## config.mk

```make
export PLATFORM = sky130hd
export DESIGN_NAME = ram_port_arbiter
export DESIGN_NICKNAME = d
export VERILOG_FILES = /design/src/rtl/ram_port_arbiter.sv
export SDC_FILE = /design/constraint.sdc
export NUM_CORES = 1
export LEC_CHECK = 0
export ABC_AREA = 1
export CAP_MARGIN = 20
export CORE_MARGIN = 2
export CORE_UTILIZATION = 25
export DETAILED_ROUTE_END_ITERATION = 10
export GPL_ROUTABILITY_DRIVEN = 0
export PLACE_DENSITY = 0.59
export SLEW_MARGIN = 20
export SYNTH_ARGS = -nofsm -noshare
export SYNTH_HDL_FRONTEND = slang
export SYNTH_SLANG_ARGS = --single-unit
```

## constraint.sdc

```tcl
create_clock -name clk -period 2 [get_ports clk]
set_input_delay 0.4 -clock clk [delete_from_list [all_inputs] [get_ports clk]]
set_output_delay 0.4 -clock clk [all_outputs]
set_load 0.02 [all_outputs]
```

## src/rtl/ram_port_arbiter.sv

```systemverilog
// ram_port_arbiter: multi-channel arbiter onto one asynchronous SRAM port.
// Each granted access runs a fixed number of SRAM cycles, then acknowledges
// the winner for one cycle. Only channel 0 may win while initializing is high.
//
// state     | meaning
// ----------+-------------------------------------------------------------
// ST_IDLE   | strobes idle, arbitrate eligible requests on every edge
// ST_ACCESS | SRAM strobes active, counter runs down from ACCESS_CYCLES-1
// ST_DONE   | one-cycle ack to the winner, no arbitration
module ram_port_arbiter #(
    parameter int ADDR_WIDTH    = 16,
    parameter int DATA_WIDTH    = 16,
    parameter int CHANNELS      = 3,
    parameter int ACCESS_CYCLES = 2,
    parameter int RR_MODE       = 1
) (
    input  logic                           clk,
    input  logic                           rst,
    input  logic                           initializing,
    input  logic [CHANNELS-1:0]            req,
    input  logic [CHANNELS-1:0]            we,
    input  logic [CHANNELS*ADDR_WIDTH-1:0] ch_addr,
    input  logic [CHANNELS*DATA_WIDTH-1:0] ch_wdata,
    output logic [CHANNELS-1:0]            ack,
    output logic [DATA_WIDTH-1:0]          rdata,
    output logic                           busy,
    output logic [ADDR_WIDTH-1:0]          ram_addr,
    output logic [DATA_WIDTH-1:0]          ram_wdata,
    input  logic [DATA_WIDTH-1:0]          ram_rdata,
    output logic                           ram_ce_n,
    output logic                           ram_oe_n,
    output logic                           ram_we_n
);

    localparam int IDX_W = (CHANNELS > 1) ? $clog2(CHANNELS) : 1;
    localparam int CNT_W = 4;

    typedef enum logic [1:0] {
        ST_IDLE   = 2'd0,
        ST_ACCESS = 2'd1,
        ST_DONE   = 2'd2
    } state_t;

    state_t                  state_q, state_d;
    logic [CNT_W-1:0]        cnt_q, cnt_d;
    logic [IDX_W-1:0]        idx_q, idx_d;
    logic [IDX_W-1:0]        ptr_q, ptr_d;
    logic                    we_q, we_d;
    logic [ADDR_WIDTH-1:0]   addr_q, addr_d;
    logic [DATA_WIDTH-1:0]   wdata_q, wdata_d;
    logic [DATA_WIDTH-1:0]   rdata_q, rdata_d;
    logic [CHANNELS-1:0]     ack_q, ack_d;
    logic                    busy_q, busy_d;
    logic                    ce_n_q, ce_n_d;
    logic                    oe_n_q, oe_n_d;
    logic                    we_n_q, we_n_d;

    logic [CHANNELS-1:0]     elig;
    logic                    found;
    logic [IDX_W-1:0]        win_idx;
    logic [IDX_W-1:0]        win_next;
    logic                    win_we;
    logic [ADDR_WIDTH-1:0]   win_addr;
    logic [DATA_WIDTH-1:0]   win_wdata;
    int                      cand;

    // Winner search: candidates visited from ptr (round-robin) or from 0 (fixed).
    always_comb begin
        elig = req;
        if (initializing) begin
            elig = {{(CHANNELS-1){1'b0}}, req[0]};
        end
        found     = 1'b0;
        win_idx   = '0;
        win_we    = 1'b0;
        win_addr  = '0;
        win_wdata = '0;
        cand      = 0;
        for (int i = 0; i < CHANNELS; i++) begin
            cand = (RR_MODE != 0) ? int'(ptr_q) + i : i;
            if (cand >= CHANNELS) begin
                cand = cand - CHANNELS;
            end
            for (int j = 0; j < CHANNELS; j++) begin
                if (!found && (cand == j) && elig[j]) begin
                    found     = 1'b1;
                    win_idx   = IDX_W'(j);
                    win_we    = we[j];
                    win_addr  = ch_addr[j*ADDR_WIDTH +: ADDR_WIDTH];
                    win_wdata = ch_wdata[j*DATA_WIDTH +: DATA_WIDTH];
                end
            end
        end
        win_next = (win_idx == IDX_W'(CHANNELS-1)) ? '0 : win_idx + IDX_W'(1);
    end

    // Next-state logic; outputs are derived from the next state so they register cleanly.
    always_comb begin
        state_d = state_q;
        cnt_d   = cnt_q;
        idx_d   = idx_q;
        ptr_d   = ptr_q;
        we_d    = we_q;
        addr_d  = addr_q;
        wdata_d = wdata_q;
        rdata_d = rdata_q;
        case (state_q)
            ST_IDLE: begin
                if (found) begin
                    state_d = ST_ACCESS;
                    cnt_d   = CNT_W'(ACCESS_CYCLES-1);
                    idx_d   = win_idx;
                    we_d    = win_we;
                    addr_d  = win_addr;
                    wdata_d = win_wdata;
                    if (!initializing) begin
                        ptr_d = win_next;
                    end
                end
            end
            ST_ACCESS: begin
                if (cnt_q == '0) begin
                    state_d = ST_DONE;
                    if (!we_q) begin
                        rdata_d = ram_rdata;
                    end
                end else begin
                    cnt_d = cnt_q - CNT_W'(1);
                end
            end
            ST_DONE: begin
                state_d = ST_IDLE;
            end
            default: begin
                state_d = ST_IDLE;
            end
        endcase

        busy_d = (state_d != ST_IDLE);
        ce_n_d = !(state_d == ST_ACCESS);
        oe_n_d = !((state_d == ST_ACCESS) && !we_d);
        // Write strobe releases in the last cycle so data is held past we_n rising.
        we_n_d = !((state_d == ST_ACCESS) && we_d && (cnt_d != '0));
        ack_d  = '0;
        for (int i = 0; i < CHANNELS; i++) begin
            ack_d[i] = (state_d == ST_DONE) && (idx_d == IDX_W'(i));
        end
    end

    // State and output registers; reset drops the strobes without waiting for a clock.
    always_ff @(posedge clk or negedge rst) begin
        if (!rst) begin
            state_q <= ST_IDLE;
            cnt_q   <= '0;
            idx_q   <= '0;
            ptr_q   <= '0;
            we_q    <= 1'b0;
            addr_q  <= '0;
            wdata_q <= '0;
            rdata_q <= '0;
            ack_q   <= '0;
            busy_q  <= 1'b0;
            ce_n_q  <= 1'b1;
            oe_n_q  <= 1'b1;
            we_n_q  <= 1'b1;
        end else begin
            state_q <= state_d;
            cnt_q   <= cnt_d;
            idx_q   <= idx_d;
            ptr_q   <= ptr_d;
            we_q    <= we_d;
            addr_q  <= addr_d;
            wdata_q <= wdata_d;
            rdata_q <= rdata_d;
            ack_q   <= ack_d;
            busy_q  <= busy_d;
            ce_n_q  <= ce_n_d;
            oe_n_q  <= oe_n_d;
            we_n_q  <= we_n_d;
        end
    end

    assign ack       = ack_q;
    assign rdata     = rdata_q;
    assign busy      = busy_q;
    assign ram_addr  = addr_q;
    assign ram_wdata = wdata_q;
    assign ram_ce_n  = ce_n_q;
    assign ram_oe_n  = oe_n_q;
    assign ram_we_n  = we_n_q;

endmodule

```

---- Word-level counts from Yosys, hierarchy flattened ----
Cells that the tools add are included.
word-level totals
  flip-flop bits (word level) ............. 66
  input bits .............................. 121
  logic and storage cells ................. 142
  output and inout bits ................... 55
operators by class
  reduce and logical (&&, ||, !) cells .... 46
  bitwise logic cells ..................... 2
  muxes and demuxes ....................... 59
  equality and inequality tests ........... 12
  $lt $le $gt $ge ......................... 3
  $add $sub $neg .......................... 7
operator list
  kind                                                                number
  2-to-1 mux 16 bit                                                   18
  equality test 32 x 2 -> 1 bit (second input constant)               3
  equality test 32 x 3 -> 1 bit (second input constant)               3
  zero test 32 bit                                                    3
  2-to-1 mux 32 bit                                                   3
  2-to-1 mux 2 bit                                                    12
  logical AND 1 bit                                                   23
  2-to-1 mux 1 bit                                                    21
  zero test 1 bit                                                     12
  2-to-1 mux 4 bit                                                    2
  one-hot mux 4 bit (2 select lines)                                  1
  subtractor 3 x 2 -> 4 bit (second input constant)                   2
  equality test 2 x 1 -> 1 bit (second input constant)                3
  equality test 2 bit (second input constant)                         3
  greater-or-equal comparator 3 x 2 -> 1 bit (second input constant)  2
  AND reduction 3 bit                                                 2
  zero test 2 bit                                                     2
  zero test 4 bit                                                     1
  one-hot mux 2 bit (2 select lines)                                  1
  nonzero test 4 bit                                                  1
  subtractor 4 x 1 -> 4 bit (second input constant)                   1
  adder 2 x 1 -> 3 bit (second input constant)                        1
  adder 2 x 2 -> 3 bit (second input constant)                        1
  2-to-1 mux 3 bit                                                    1
  other kinds (6)                                                     7

---- Depth between registers and ports, before layout ----
  word-level depth ........................ 43
  depth in mapped cells ................... 14

---- Worst setup path after synthesis ----
No wires, ideal clock.
  path kind ............................... flip-flop to flip-flop
  start point ............................. reg ptr_q[0]
  end point ............................... reg addr_q[12], in the netlist ram_addr[12]
  setup time .............................. 0.116 ns
  data required time ...................... 1.884 ns
  buffers on the path ..................... 2
  stages on the path, launching flop included .. 13
  path slack .............................. -0.072 ns
  data arrival time ....................... 1.955 ns
  period minus slack after synthesis ...... 2.072 ns
  cells stage by stage .................... dfrtp_1 inv_1 ha_1 o21ai_4 nand4_4 nor2_4 nand4_2 nand2_2 buf_6 buf_4 a21oi_1 nand2_1 nand2_1
on the way
  word-level cells in the longest chain between the ends .. 38
  elaborated cells between the ends (all ways) .. 64
  those cells by class .................... add/sub: 5; order compare: 3; eq/ne: 6; mux: 21; reduce/logical: 29
RTL lines
  element                                                                         RTL line  source
  start, declared                                                                 47        logic [IDX_W-1:0] ptr_q, ptr_d;
  start signal, assigned                                                          170       ptr_q <= ptr_d;
  subtractor 2 x 2 -> 3 bit or greater-or-equal comparator 2 bit (tied branches)  82, 81
  2-to-1 mux 32 bit                                                               81        if (cand >= CHANNELS) begin
  zero test 32 bit                                                                85        if (!found && (cand == j) && elig[j]) begin
  logical AND 1 bit                                                               85
  2-to-1 mux 1 bit                                                                85
  zero test 1 bit                                                                 85
  logical AND 1 bit (2 in a row)                                                  85
  2-to-1 mux 1 bit                                                                85
  [19 not listed]                                                                 n/a
  2-to-1 mux 1 bit                                                                85
  zero test 1 bit                                                                 85
  logical AND 1 bit (2 in a row)                                                  85
  2-to-1 mux 1 bit                                                                85
  zero test 1 bit                                                                 85
  logical AND 1 bit (2 in a row)                                                  85
  2-to-1 mux 1 bit                                                                85
  AND reduction 2 bit (no source line)                                            n/a
  end signal, assigned                                                            172       addr_q <= addr_d;
  end, declared                                                                   49        logic [ADDR_WIDTH-1:0] addr_q, addr_d;
Parallel ways exist; a longest one is shown, timed or not.
A chain may end at the register's enable or synchronous reset.

---- Worst setup path after layout ----
  start point ............................. reg ptr_q[0]
  end point ............................... reg addr_q[11], in the netlist ram_addr[11]
Same word-level chain as after synthesis.

==> flow_metrics.tcl <==
set metrics [dict create \
    cts_root_buf "clkbuf_16" \
    synth_cell_types 34 \
    synth-seq-cells 66 \
    viasPerCell 4.73 \
    finalInstanceArea_um2 7520 \
    ios 176 \
    final_util 0.422 \
    mostFrequentLayoutCell "clkdlybuf4s50_1" \
    setup_viol 25 \
    grt_max_degree 41 \
    status "finished, violations left" \
    routedWlPerCell_um 15.7 \
    p_leak_nw 3.31 \
    hold_viol 0 \
    placed_cell_area_um2 6970 \
    cts.sinks 66 \
    async_flop_share 1.00 \
    cp.arrival_ps 2350 \
    grt_pass1_vias 5062 \
    crit_required_ps 2270 \
    final.min_clock_period_ps 2080 \
    grt_antenna_before_repair 2 \
    syn_to_final_growth_pct 66.8 \
    clkSlewWorstSetupHoldPaths_ps 60 \
    end_kind "flip-flop" \
    fill_cells 1809 \
    track_usage 0.177 \
    slew_headroom 0.719 \
    insertion_delay_ps 350 \
    synth_edf_count 0 \
    setup_ws_ps -82.0 \
    synth_nets 763 \
    clock_skew_ps 6.22 \
    critical_path.max_fanout 5 \
    firstDrtPassIters 5 \
    drc 0 \
    ant_nets 0 \
    clockBufferDepth 2 \
    start_util 0.253 \
    drv_cap 0 \
    powerDensity_nw_per_um2 1480 \
    fp.dieH_um 138 \
    drive_gt1_frac 0.165 \
    ys_warn_count 0 \
    port_buffers 175 \
    num_vias 5155 \
    die_area_um2 19100 \
    cts_tree "built" \
    synth_area_leaders "dfrtp_1 35%, nand2_1 13%, a21oi_1 8.8%, o21ai_0 6.9%, nor2_1 6.5%" \
    fin_tns_setup_ps -746 \
    die_w_um 138 \
    ys.flop_type "dfrtp_1" \
    dp_hpwl_um 12100 \
    finalPower_mw 11.1 \
    violations "setup timing" \
    synthCells 637 \
    grt_first_pass_wirelength_um 27200 \
    rsz0062_at_grt "yes" \
    insertedDiodeCount 0 \
    crit_type "flip-flop to flip-flop" \
    hp-class "flip-flop to flip-flop" \
    synth.top_cell.area_share 0.350 \
    synth.largest_area_cell "dfrtp_1" \
    grt_remaining_overflow 0 \
    cts.htree.levels 3 \
    peakVddDrop_mv 1.07 \
    final_nets 982 \
    worst_slew_pin_slew_ps 422 \
    final_cell_mix "174 x clkdlybuf4s50_1, 150 x nand2_1, 77 x a21oi_1, 73 x nor2_1, 63 x dfrtp_1" \
    drt_iter0_markers 228 \
    max_freq_ghz 0.480 \
    syn_area_um2 4510 \
    cts_buffers 9 \
    num_rows 49 \
    fin_crit_sh 1.04 \
    yosysSeqAreaShare 0.367 \
    coreArea_um2 17800 \
    wirelength_um 17200 \
    start_kind "flip-flop" \
    slew_violations 0 \
    synth.avg_cell_area_um2 7.08 \
]
power breakdown:
group | switching, mW | leakage, nW | total [mW] | internal (mW)
logic | 3.71 | 2.37 | 7.08 | 3.37
registers | 0.317 | 0.792 | 2.32 | 2.01
clock network | 0.652 | 0.152 | 1.72 | 1.07
total | 4.68 | 3.31 | 11.1 | 6.44
worst max-delay path: stages (launching register included):
cell	delay, ps
dfrtp_1	400
inv_2	100
ha_4	220
o21ai_4	190
nand4_4	120
buf_6	150
nor3_4	170
buf_6	160
buf_2	190
nand2_1	60
nand3_1	70
a21oi_1	40
a21oi_1	120
cell families after synthesis:
logic type      share of synthesized area
compound gates                      0.204
xor+xnor                          0.00583
fa+ha+maj                          0.0139
buf+inv                            0.0813
flops                               0.367
mux                                0.0400
simple gates                        0.288
Yosys cell counts (2+ instances only):
cell      instances
ha_1              5
nand3_1          37
inv_2             8
nand2_2           4
o21ai_1          11
nor2_1           78
buf_4             5
o21ai_2           2
xor2_1            3
mux2_2           16
buf_2            17
inv_1            39
dfrtp_1          63
buf_6             3
a31oi_1           6
a21oi_1          79
o22ai_1           9
nor2_2            2
nand4_4           3
o21ai_0          62
nand3_2           3
nand4_1           9
nand2_1         152
dfstp_2           3
clkbuf_1          9
metal layers:
| metal | global-route usage | vias up | share of wire |
|---|---|---|---|
| met4 | 0.0414 | 4 | 0.0094 |
| li1 | - | 2567 | - |
| met5 | 0 | - | 0.0014 |
| met2 | 0.279 | 199 | 0.46 |
| met1 | 0.229 | 2368 | 0.43 |
| met3 | 0.0720 | 17 | 0.10 |
final cells by class:
type                       count  area [um2]  area share
multi-input combinational    490        2590       0.344
timing repair buffer         242        2490       0.331
sequential                    66        1660       0.220
tap                          229         287      0.0381
clock buffer                  13         270      0.0359
inverter                      47         181      0.0241
clock inverter                 3        46.3     0.00615
per-stage QoR:
stage | instances | hold WS (ps) | setup slack (ps)
finish | 1090 | 481 | -82.0
global route | 1090 | 505 | -203
floorplan | 637 | 104 | 0.188
global placement | 1061 | 369 | -308
detailed placement | 1061 | 368 | -309
CTS | 1085 | 485 | -58.7
repair_timing:
item	in CTS	in global routing
pin swaps	4	8
cloned	2	3
buffers inserted	5	5
hold endpoints to repair	21	0
hold buffers	1	0
setup endpoints to repair	39	42
resized for setup	11	34
worst paths after layout:
| kind | startpoint | endpoint | slack (ps) | cells after the start |
|---|---|---|---|---|
| max in group asynchronous | rst | ram_oe_n | 830 | 3 |
| min reg2reg | ram_wdata[0] | ram_wdata[0] | 480 | 2 |
| min | ram_wdata[0] | ram_wdata[0] | 480 | 2 |
| max reg2reg | ptr_q[0] | ram_addr[11] | -80 | 12 |
| max | ptr_q[0] | ram_addr[11] | -80 | 12 |
| min in group asynchronous | rst | ram_addr[5] | 530 | 2 |
sequential cells by signal, summed over array words and instances (netlist names):
register,cells
ram_oe_n,1
busy,1
ack,3
ram_we_n,1
ram_addr,16
ptr_q,2
rdata,16
ram_wdata,16
cnt_q,4
we_q,1
ram_ce_n,1
idx_q,2
state_q,2
Power figures use the tool's default switching activity.
